<file path="config.mk">
export PLATFORM = sky130hd
export DESIGN_NAME = div_result_buf
export DESIGN_NICKNAME = d
export VERILOG_FILES = /design/src/rtl/div_result_buf.sv
export SDC_FILE = /design/constraint.sdc
export NUM_CORES = 1
export LEC_CHECK = 0
export ABC_AREA = 0
export BUFFER_PORTS_ARGS = -buffer_cell sky130_fd_sc_hd__buf_2
export CORE_UTILIZATION = 40
export DETAILED_ROUTE_END_ITERATION = 10
export SLEW_MARGIN = 40
export SYNTH_ARGS = -nofsm -noshare
export SYNTH_HDL_FRONTEND = slang
export SYNTH_SLANG_ARGS = --single-unit
</file>
<file path="constraint.sdc">
create_clock -name clk -period 4.78 [get_ports clk]
set_input_delay 0.239 -clock clk [delete_from_list [all_inputs] [get_ports clk]]
set_output_delay 0.239 -clock clk [all_outputs]
set_load 0.05 [all_outputs]
</file>
<file path="src/rtl/div_result_buf.sv">
// div_result_buf
// Result buffer and credit manager for the pipelined restoring divider.
// Each quotient/remainder pair that the divider strobes out on res_rdy is
// captured into a first-word-fall-through FIFO. The pair is then presented
// on a valid/ready interface. The divider pipeline cannot stall, so a credit
// counter tracks in-flight divides plus stored results. The issuer may launch
// a divide only while credit_avail is high, so no result is ever lost.
//
// Optional feature macro: DIVBUF_ERR_EN
//   When defined, a sticky err output flags two protocol violations:
//   an issue without credit, and a push dropped because the FIFO was full.
//   err clears only on rst.
//
// DEPTH must be a power of two and at least 2.

module div_result_buf #(
  parameter int N     = 21,
  parameter int M     = 13,
  parameter int DEPTH = 32
) (
  input  logic                       clk,
  input  logic                       rst,
  input  logic                       issue,
  input  logic                       res_rdy,
  input  logic [N-1:0]               merchant,
  input  logic [M-1:0]               remainder,
  output logic                       out_valid,
  input  logic                       out_ready,
  output logic [N-1:0]               out_quot,
  output logic [M-1:0]               out_rem,
  output logic                       credit_avail,
  output logic [$clog2(DEPTH):0]     level
`ifdef DIVBUF_ERR_EN
  ,
  output logic                       err
`endif
);

  localparam int AW = $clog2(DEPTH);

  // Width-matched constants keep the arithmetic below free of implicit
  // extension.
  localparam logic [AW:0] DEPTH_V = (AW+1)'(DEPTH);
  localparam logic [AW:0] ONE_V   = (AW+1)'(1);
  localparam logic [AW:0] ZERO_V  = '0;

  typedef struct packed {
    logic [N-1:0] quot;
    logic [M-1:0] rem;
  } entry_t;

  entry_t      mem [DEPTH];
  logic [AW:0] wp;
  logic [AW:0] rp;
  logic [AW:0] cnt;

  logic        empty;
  logic        full;
  logic        pop;
  logic        push;
  logic        take_issue;
  logic        cnt_dec;
  entry_t      head;

  // FIFO status and handshake qualification.
  // NOTE: every signal assigned in an always_comb is given a value on every
  // path; here each one is assigned unconditionally, so no latch can form.
  always_comb begin
    empty      = (wp == rp);
    full       = (wp[AW-1:0] == rp[AW-1:0]) && (wp[AW] != rp[AW]);
    pop        = !empty && out_ready;
    // A full FIFO still accepts a result when the head leaves in the same cycle.
    push       = res_rdy && (!full || pop);
    take_issue = issue && credit_avail;
    // Results that arrive after a reset were never counted. Popping them must
    // not wrap the credit count below zero.
    cnt_dec    = pop && (cnt != ZERO_V);
  end

  // First-word-fall-through head: the entry at rp is always on the outputs.
  assign head         = mem[rp[AW-1:0]];
  assign out_quot     = head.quot;
  assign out_rem      = head.rem;
  assign out_valid    = !empty;
  assign level        = wp - rp;
  assign credit_avail = (cnt < DEPTH_V);

  // Storage array write.
  // NOTE: the RAM has no reset. The pointers alone define which entries are
  // valid, and a reset-free array maps onto plain memory cells.
  always_ff @(posedge clk) begin
    if (push) begin
      mem[wp[AW-1:0]] <= '{quot: merchant, rem: remainder};
    end
  end

  // Write and read pointers with a wrap bit in the MSB.
  // NOTE: sequential state uses non-blocking assignments, so every register
  // samples pre-edge values regardless of statement order.
  always_ff @(posedge clk or posedge rst) begin
    if (rst) begin
      wp <= ZERO_V;
      rp <= ZERO_V;
    end else begin
      if (push) wp <= wp + ONE_V;
      if (pop)  rp <= rp + ONE_V;
    end
  end

  // Credit count covering in-flight divides plus stored entries.
  // A result arriving does not change it; the result only moves from
  // in-flight to stored.
  always_ff @(posedge clk or posedge rst) begin
    if (rst) begin
      cnt <= ZERO_V;
    end else begin
      unique case ({take_issue, cnt_dec})
        2'b10:   cnt <= cnt + ONE_V;
        2'b01:   cnt <= cnt - ONE_V;
        default: cnt <= cnt;
      endcase
    end
  end

`ifdef DIVBUF_ERR_EN
  logic issue_violation;
  logic drop_violation;

  // Protocol violations that feed the sticky error flag.
  always_comb begin
    issue_violation = issue && !credit_avail;
    drop_violation  = res_rdy && !push;
  end

  // Sticky error flag; only reset clears it.
  always_ff @(posedge clk or posedge rst) begin
    if (rst) begin
      err <= 1'b0;
    end else if (issue_violation || drop_violation) begin
      err <= 1'b1;
    end
  end
`endif

endmodule

</file>
==> reports/qor.csv, run 1 <==
stage;metric;value;unit
outcome;outcome;complete, but fails checks;
outcome;failing checks;design-rule violations;
worst_setup_path;Crit path top cell by count;buf_16;
floorplanning;die width;328;um
clocking;CTS Buffer Depth;3;
worst_setup_path;Worst EP required;4.54;ns
power;Worst IR Drop VDD;463;uV
routing;initial drt markers;2242;
min_path;HP Class;in2reg;
floorplanning;Die Y;328;um
timing;RSZ-0062 raised after global routing;no;
clocking;clock slew at reported path FFs;0.06;ns
global_route;Total GRT Usage;19.7;%
global_route;grt met1 use;26.0;%
timing;minimum clock period;3.94;ns
place;Buffers on Ports;80;
power;PD cells;613;nW/um^2
timing;worst slew pin tran;0.819;ns
synth;syn_nets;2005;
synth;Post-synth EDFFs;1088;
synth;sequential-to-total area share from yosys stat;77.9;%
layout;Post-Layout Inst Area;48500;um^2
floorplanning;die area;108000;um^2
run;maxcap violations;0;
routing;post-DR wirelength/cell;29.5;um
synth;post-synthesis cell type count;52;
layout;most common cell after layout, fill and taps aside;edfxtp_1;
clocking;H-tree depth;3;
timing;final hold vios;0;
power;LEAKAGE;15.4;nW
synth;Post-Syn Instances;1949;
synth;mean area per synthesized cell;21.8;um^2
clocking;Root Buffer;clkbuf_16;
global_route;GRT met2 Usage;33.5;%
routing;Vias per Instance;5.77;
routing;Vias;20700;
place;hpwl dp;56900;um
worst_setup_path;crit-path max FO;58;
global_route;global route hottest layer;met2;
global_route;initial antenna violation count;5;
clocking;CTS buffer count;106;
worst_setup_path;critical path cell sequence;buf_12, buf_16, buf_16, nor2_4, buf_16, buf_4, a22oi_1, a22oi_1, buf_2;
timing;relative slew slack;45.3;%
worst_setup_path;CP max-delay cell;dfrtp_4;
timing;Final Max Tran Viols;0;
worst_setup_path;startpoint types;flop;
timing;f_max;254;MHz
global_route;pin count of the biggest net entering global routing;90;
clocking;clk sinks;1106;
worst_setup_path;crit path DAT;3.70;ns
floorplanning;core box area;105000;um^2
clocking;Clock Latency Late Sink;0.68;ns
routing;DRC viols;16;
worst_setup_path;crit-path leading delay family;buffers and inverters;
timing;setup TNS;0;ns
place;Routability Congestion;0.778;
layout;share of layout cells above drive strength 1;25.0;%
routing;routed wire length;106000;um
clocking;hold_buf cts;2;
layout;Reg area;33100;um^2
global_route;remaining global-route overflow;0;
timing;final setup margin;0.838;ns
timing;final worst-path cycle share;82.5;%
worst_setup_path;worst path bufs/invs;6;
floorplanning;I/O Pins;81;
layout;Nets;2156;
synth;number of synthesized register bits;1106;
synth;Mapped Area;42500;um^2
global_route;number of global-route vias before repair;21300;
layout;Layout fillers;8768;
layout;Layout area overhead;14.1;%
worst_setup_path;R2R setup slack;1.17;ns
routing;DRT antenna net count;0;
worst_setup_path;Setup Crit Path Kind;reg2out;
place;DP Area;45200;um^2
place;pre-CTS setup slack;1.27;ns
layout;Layout Utilization;46.0;%
clocking;CTS tree;built;
routing;TritonRoute pass-1 iters;10;
layout;most frequent cells in the layout;edfxtp_1, mux4_2, mux2i_1;
timing;Fin Clk Skew;0.0211;ns
synth;prevailing post-synth register cell;edfxtp_1;
layout;area of the multi-input gates;8910;um^2
synth;asr flop ratio synth;1.63;%
clocking;setup bufs post-CTS;0;
worst_setup_path;CP endpoint kind;output pin;
global_route;first-pass GRT wire length;152000;um
clocking;post-CTS resize count;0;
global_route;met3 GRT Util;2.74;%
timing;final setup vio count;0;
floorplanning;Initial Util;40.3;%
worst_setup_path;slowest stage delay, CP;0.51;ns
synth;Ys Warns;0;
floorplanning;# rows;119;
## synth_stat cells (4+ instances only)
| cell | number | share of area, % |
|---|---|---|
| nand2_1 | 11 | 0.097 |
| o221ai_1 | 68 | 1.4 |
| mux4_2 | 204 | 11 |
| xnor2_1 | 14 | 0.29 |
| a22oi_1 | 102 | 1.8 |
| edfxtp_1 | 1088 | 77 |
| dfrtp_1 | 18 | 1.1 |
| o21ai_0 | 4 | 0.047 |
| buf_1 | 5 | 0.044 |
| buf_6 | 28 | 0.74 |
| mux2i_1 | 137 | 3.2 |
| nor2_1 | 39 | 0.34 |
| ha_1 | 15 | 0.44 |
| inv_1 | 14 | 0.12 |
| clkbuf_1 | 35 | 0.31 |
| nand3_1 | 4 | 0.047 |
| a21oi_1 | 69 | 0.81 |
| buf_4 | 4 | 0.071 |
| buf_2 | 35 | 0.41 |
| nand3b_1 | 4 | 0.071 |
## where the power goes
| group | internal, mW | switching, mW | leakage (nW) |
|---|---|---|---|
| Clock | 4.50 | 3.51 | 1.62 |
| Sequential | 11.4 | 0.266 | 10.0 |
| Combinational | 3.54 | 6.59 | 3.79 |
## layout make-up
type,instances,share of cell area (%)
clock inverter,68,1.09
inverter,16,0.124
multi-input combinational,718,18.4
clock buffer,126,5.71
tap,1391,3.59
sequential,1106,68.3
antenna,3,0.0155
timing repair buffer,152,2.85
## state kept, by name (all words and copies together) (netlist names)
signal	flops
cnt	6
rp	6
wp	6
mem	1088
## through the flow
step | cells | power [mW] | hold WS [ns]
global placement | 3376 | 21.9 | 0.405
floorplan | 1949 | 18.8 | 0.178
detailed placement | 3381 | 22.1 | 0.415
global route | 3579 | 30.8 | 0.0382
CTS | 3577 | 30.0 | 0.00438
finish | 3580 | 29.8 | 0.0413
## metal layers
layer | share of wire (%) | wire length, um
met4 | 2.8 | 2930
met2 | 51 | 53700
met5 | 0.010 | 11
met3 | 5.8 | 6080
met1 | 41 | 42800
## logic make-up (layout without fill, tap and decap cells)
family                     after synthesis  after routing  synth area share [%]
and+or+nand+nor                         81             81                 0.941
buffers and inverters                  125            362                  1.80
DFF                                   1106           1106                  77.9
muxes                                  342            342                  14.1
other                                    0              3                     0
adders and majority gates               17             17                 0.535
xor gates and xnor gates                17             17                 0.368
AOI/OAI and AO/OA                      261            261                  4.43
## path summary, 6_finish.rpt
kind / start / endpoint / depth (start not counted)
max in group asynchronous: rst / rp[1] / 3
min in group asynchronous: rst / cnt[4] / 3
worst min-delay path: merchant[9] / mem[14][22] / 1
worst min register to register: cnt[0] / cnt[0] / 1
worst max register to register: rp[3] / cnt[5] / 11
worst max-delay path: rp[2] / out_quot[9] / 9
Note: power is estimated with default switching activity, not from simulation.
==> run 2, diff against run 1 <==
==> constraint.sdc (replaced) <==
create_clock -name clk -period 3.38 [get_ports clk]
set_input_delay 0.169 -clock clk [delete_from_list [all_inputs] [get_ports clk]]
set_output_delay 0.169 -clock clk [all_outputs]
set_load 0.05 [all_outputs]
==> reports/qor.csv, run 2 (same netlist as run 1, synthesis figures left out) <==
stage;metric;value;unit;change
timing;setup TNS;0;ns;unchanged
timing;Final Max Tran Viols;0;;unchanged
layout;Reg area;33100;um^2;unchanged
floorplanning;I/O Pins;81;;unchanged
timing;final hold vios;0;;unchanged
worst_setup_path;worst reg2reg path depth;9;;-2
clocking;Clock Latency Late Sink;0.69;ns;about the same
floorplanning;Die Y;328;um;unchanged
layout;most common cell after layout, fill and taps aside;edfxtp_1;;
timing;RSZ-0062 raised after global routing;yes;;
outcome;outcome;complete, but fails checks;;
timing;minimum clock period;3.31;ns;
routing;DRC viols;16;;unchanged
clocking;clock slew at reported path FFs;0.06;ns;about the same
floorplanning;die area;108000;um^2;unchanged
routing;Vias per Instance;5.80;;+0.48%
layout;area of the multi-input gates;8930;um^2;+0.15%
place;Buffers on Ports;80;;unchanged
floorplanning;core box area;105000;um^2;unchanged
power;PD cells;889;nW/um^2;+45%
timing;relative slew slack;47.5;%;+2.3 points
worst_setup_path;Worst EP required;3.21;ns;-1.33 ns
clocking;Root Buffer;clkbuf_16;;
global_route;remaining global-route overflow;0;;unchanged
layout;share of layout cells above drive strength 1;27.5;%;+2.6 points
worst_setup_path;WP depth;7;;-2
min_path;Hold Path Stages;1;;unchanged
timing;f_max;302;MHz;
min_path;HP Class;in2reg;;
timing;worst slew pin tran;0.785;ns;-0.0338 ns
layout;Layout area overhead;17.9;%;
global_route;pin count of the biggest net entering global routing;53;;-41%
timing;final setup vio count;0;;unchanged
place;Routability Congestion;0.774;;-0.54%
clocking;CTS tree;built;;
clocking;CTS Buffer Depth;3;;unchanged
worst_setup_path;Setup Crit Path Kind;reg2out;;
layout;Layout fillers;8611;;-1.8%
clocking;clk sinks;1106;;unchanged
floorplanning;# rows;119;;unchanged
routing;Vias;21300;;+3.0%
routing;initial drt markers;2411;;+7.5%
clocking;H-tree depth;3;;unchanged
worst_setup_path;crit path DAT;3.14;ns;-0.56 ns
global_route;initial antenna violation count;3;;-2
worst_setup_path;slowest stage delay, CP;0.54;ns;+0.03 ns
clocking;setup bufs post-CTS;0;;unchanged
routing;TritonRoute pass-1 iters;8;;-2
worst_setup_path;Crit path top cell by count;buf_16;;
worst_setup_path;CP max-delay cell;mux4_2;;
layout;most frequent cells in the layout;edfxtp_1, mux4_2, mux2i_1;;
timing;final setup margin;0.0740;ns;-0.764 ns
worst_setup_path;worst path bufs/invs;4;;-2
layout;Largest register FFs;1088;;unchanged
worst_setup_path;crit-path leading delay family;buffers and inverters;;
routing;DRT antenna net count;0;;unchanged
worst_setup_path;crit-path max FO;31;;-47%
global_route;number of global-route vias before repair;22000;;+3.3%
clocking;CTS buffer count;109;;+2.8%
layout;Post-Layout Inst Area;50200;um^2;+3.3%
power;Worst IR Drop VDD;540;uV;+17%
floorplanning;die width;328;um;unchanged
place;pre-CTS setup slack;0.141;ns;-1.13 ns
worst_setup_path;startpoint types;flop;;
timing;final worst-path cycle share;97.8;%;
worst_setup_path;critical path cell sequence;buf_16, buf_16, mux4_2, a21oi_1, a22oi_2, buf_4, buf_2;;
power;total power;44.6;mW;+50%
timing;Fin Clk Skew;0.0285;ns;+0.00741 ns
power;LEAKAGE;16.2;nW;+5.2%
place;hpwl dp;60600;um;+6.6%
routing;routed wire length;112000;um;+6.3%
floorplanning;Initial Util;40.3;%;unchanged
run;maxcap violations;0;;unchanged
place;DP Area;45800;um^2;+1.3%
global_route;Total GRT Usage;20.9;%;+1.2 points
global_route;first-pass GRT wire length;159000;um;+4.6%
worst_setup_path;CP endpoint kind;output pin;;
routing;post-DR wirelength/cell;30.6;um;+3.7%
outcome;failing checks;design-rule violations;;
layout;Nets;2240;;+3.9%
==> run 2: cell count changes in the layout (fill, tap and decap cells not counted), moves of 5 or more <==
cell,before,now
buf_16,4,18
buf_2,80,73
buf_4,35,70
bufbuf_16,0,9
bufinv_16,7,14
clkbuf_16,108,113
clkinv_1,34,25
dlygate4sd3_1,2,23
==> run 2: final timing paths <==
path | from | end | slack [ns]
min | remainder[0] | mem[26][0] | 0.02
max | rp[0] | out_quot[14] | 0.07
min in group asynchronous | rst | cnt[5] | 0.05
min reg2reg | cnt[0] | cnt[0] | 0.54
max in group asynchronous | rst | rp[0] | 2.98
max reg2reg | rp[2] | mem[2][13] | 0.11
==> run 2: stage by stage <==
stage / hold WS, ns / util, % / std cells
3_5_place_dp: 0.351 / 43.5 / 3429
3_3_place_gp: 0.336 / 43.2 / 3417
6_report: 0.0198 / 47.6 / 3671
2_1_floorplan: 0.108 / - / 1949
4_1_cts: 0.0000470 / 47.5 / 3666
5_1_grt: 0.0416 / 47.6 / 3669
==> run 2: layer usage <==
metal  share of wire, %  global-route usage [%]  routed length [um]
met1                 39                    27.7               44200
met2                 50                    35.2               56300
met3                7.7                    3.53                8660
met4                2.7                    6.47                3020
met5              0.012                       0                  13
==> run 2: cell type report <==
type | instances | area share [%]
Inverter | 16 | 0.120
Clock inverter | 74 | 1.56
Tap cell | 1391 | 3.47
Timing Repair Buffer | 233 | 5.29
Antenna cell | 3 | 0.0150
Clock buffer | 130 | 5.68
Multi-Input combinational cell | 718 | 17.8
Sequential cell | 1106 | 66.1
==> run 2: repair_timing <==
item	4_1_cts	5_1_grt
endpoints found under the hold margin	580	0
endpoints found under the setup margin	34	12
resized for setup	15	7
hold buffers	23	0
cloned	10	2
==> run 2: power by group <==
group,leakage (nW),internal [mW],switching [mW]
sequential,10.0,16.1,0.316
combinational,4.44,6.06,9.91
clock,1.77,7.10,5.16
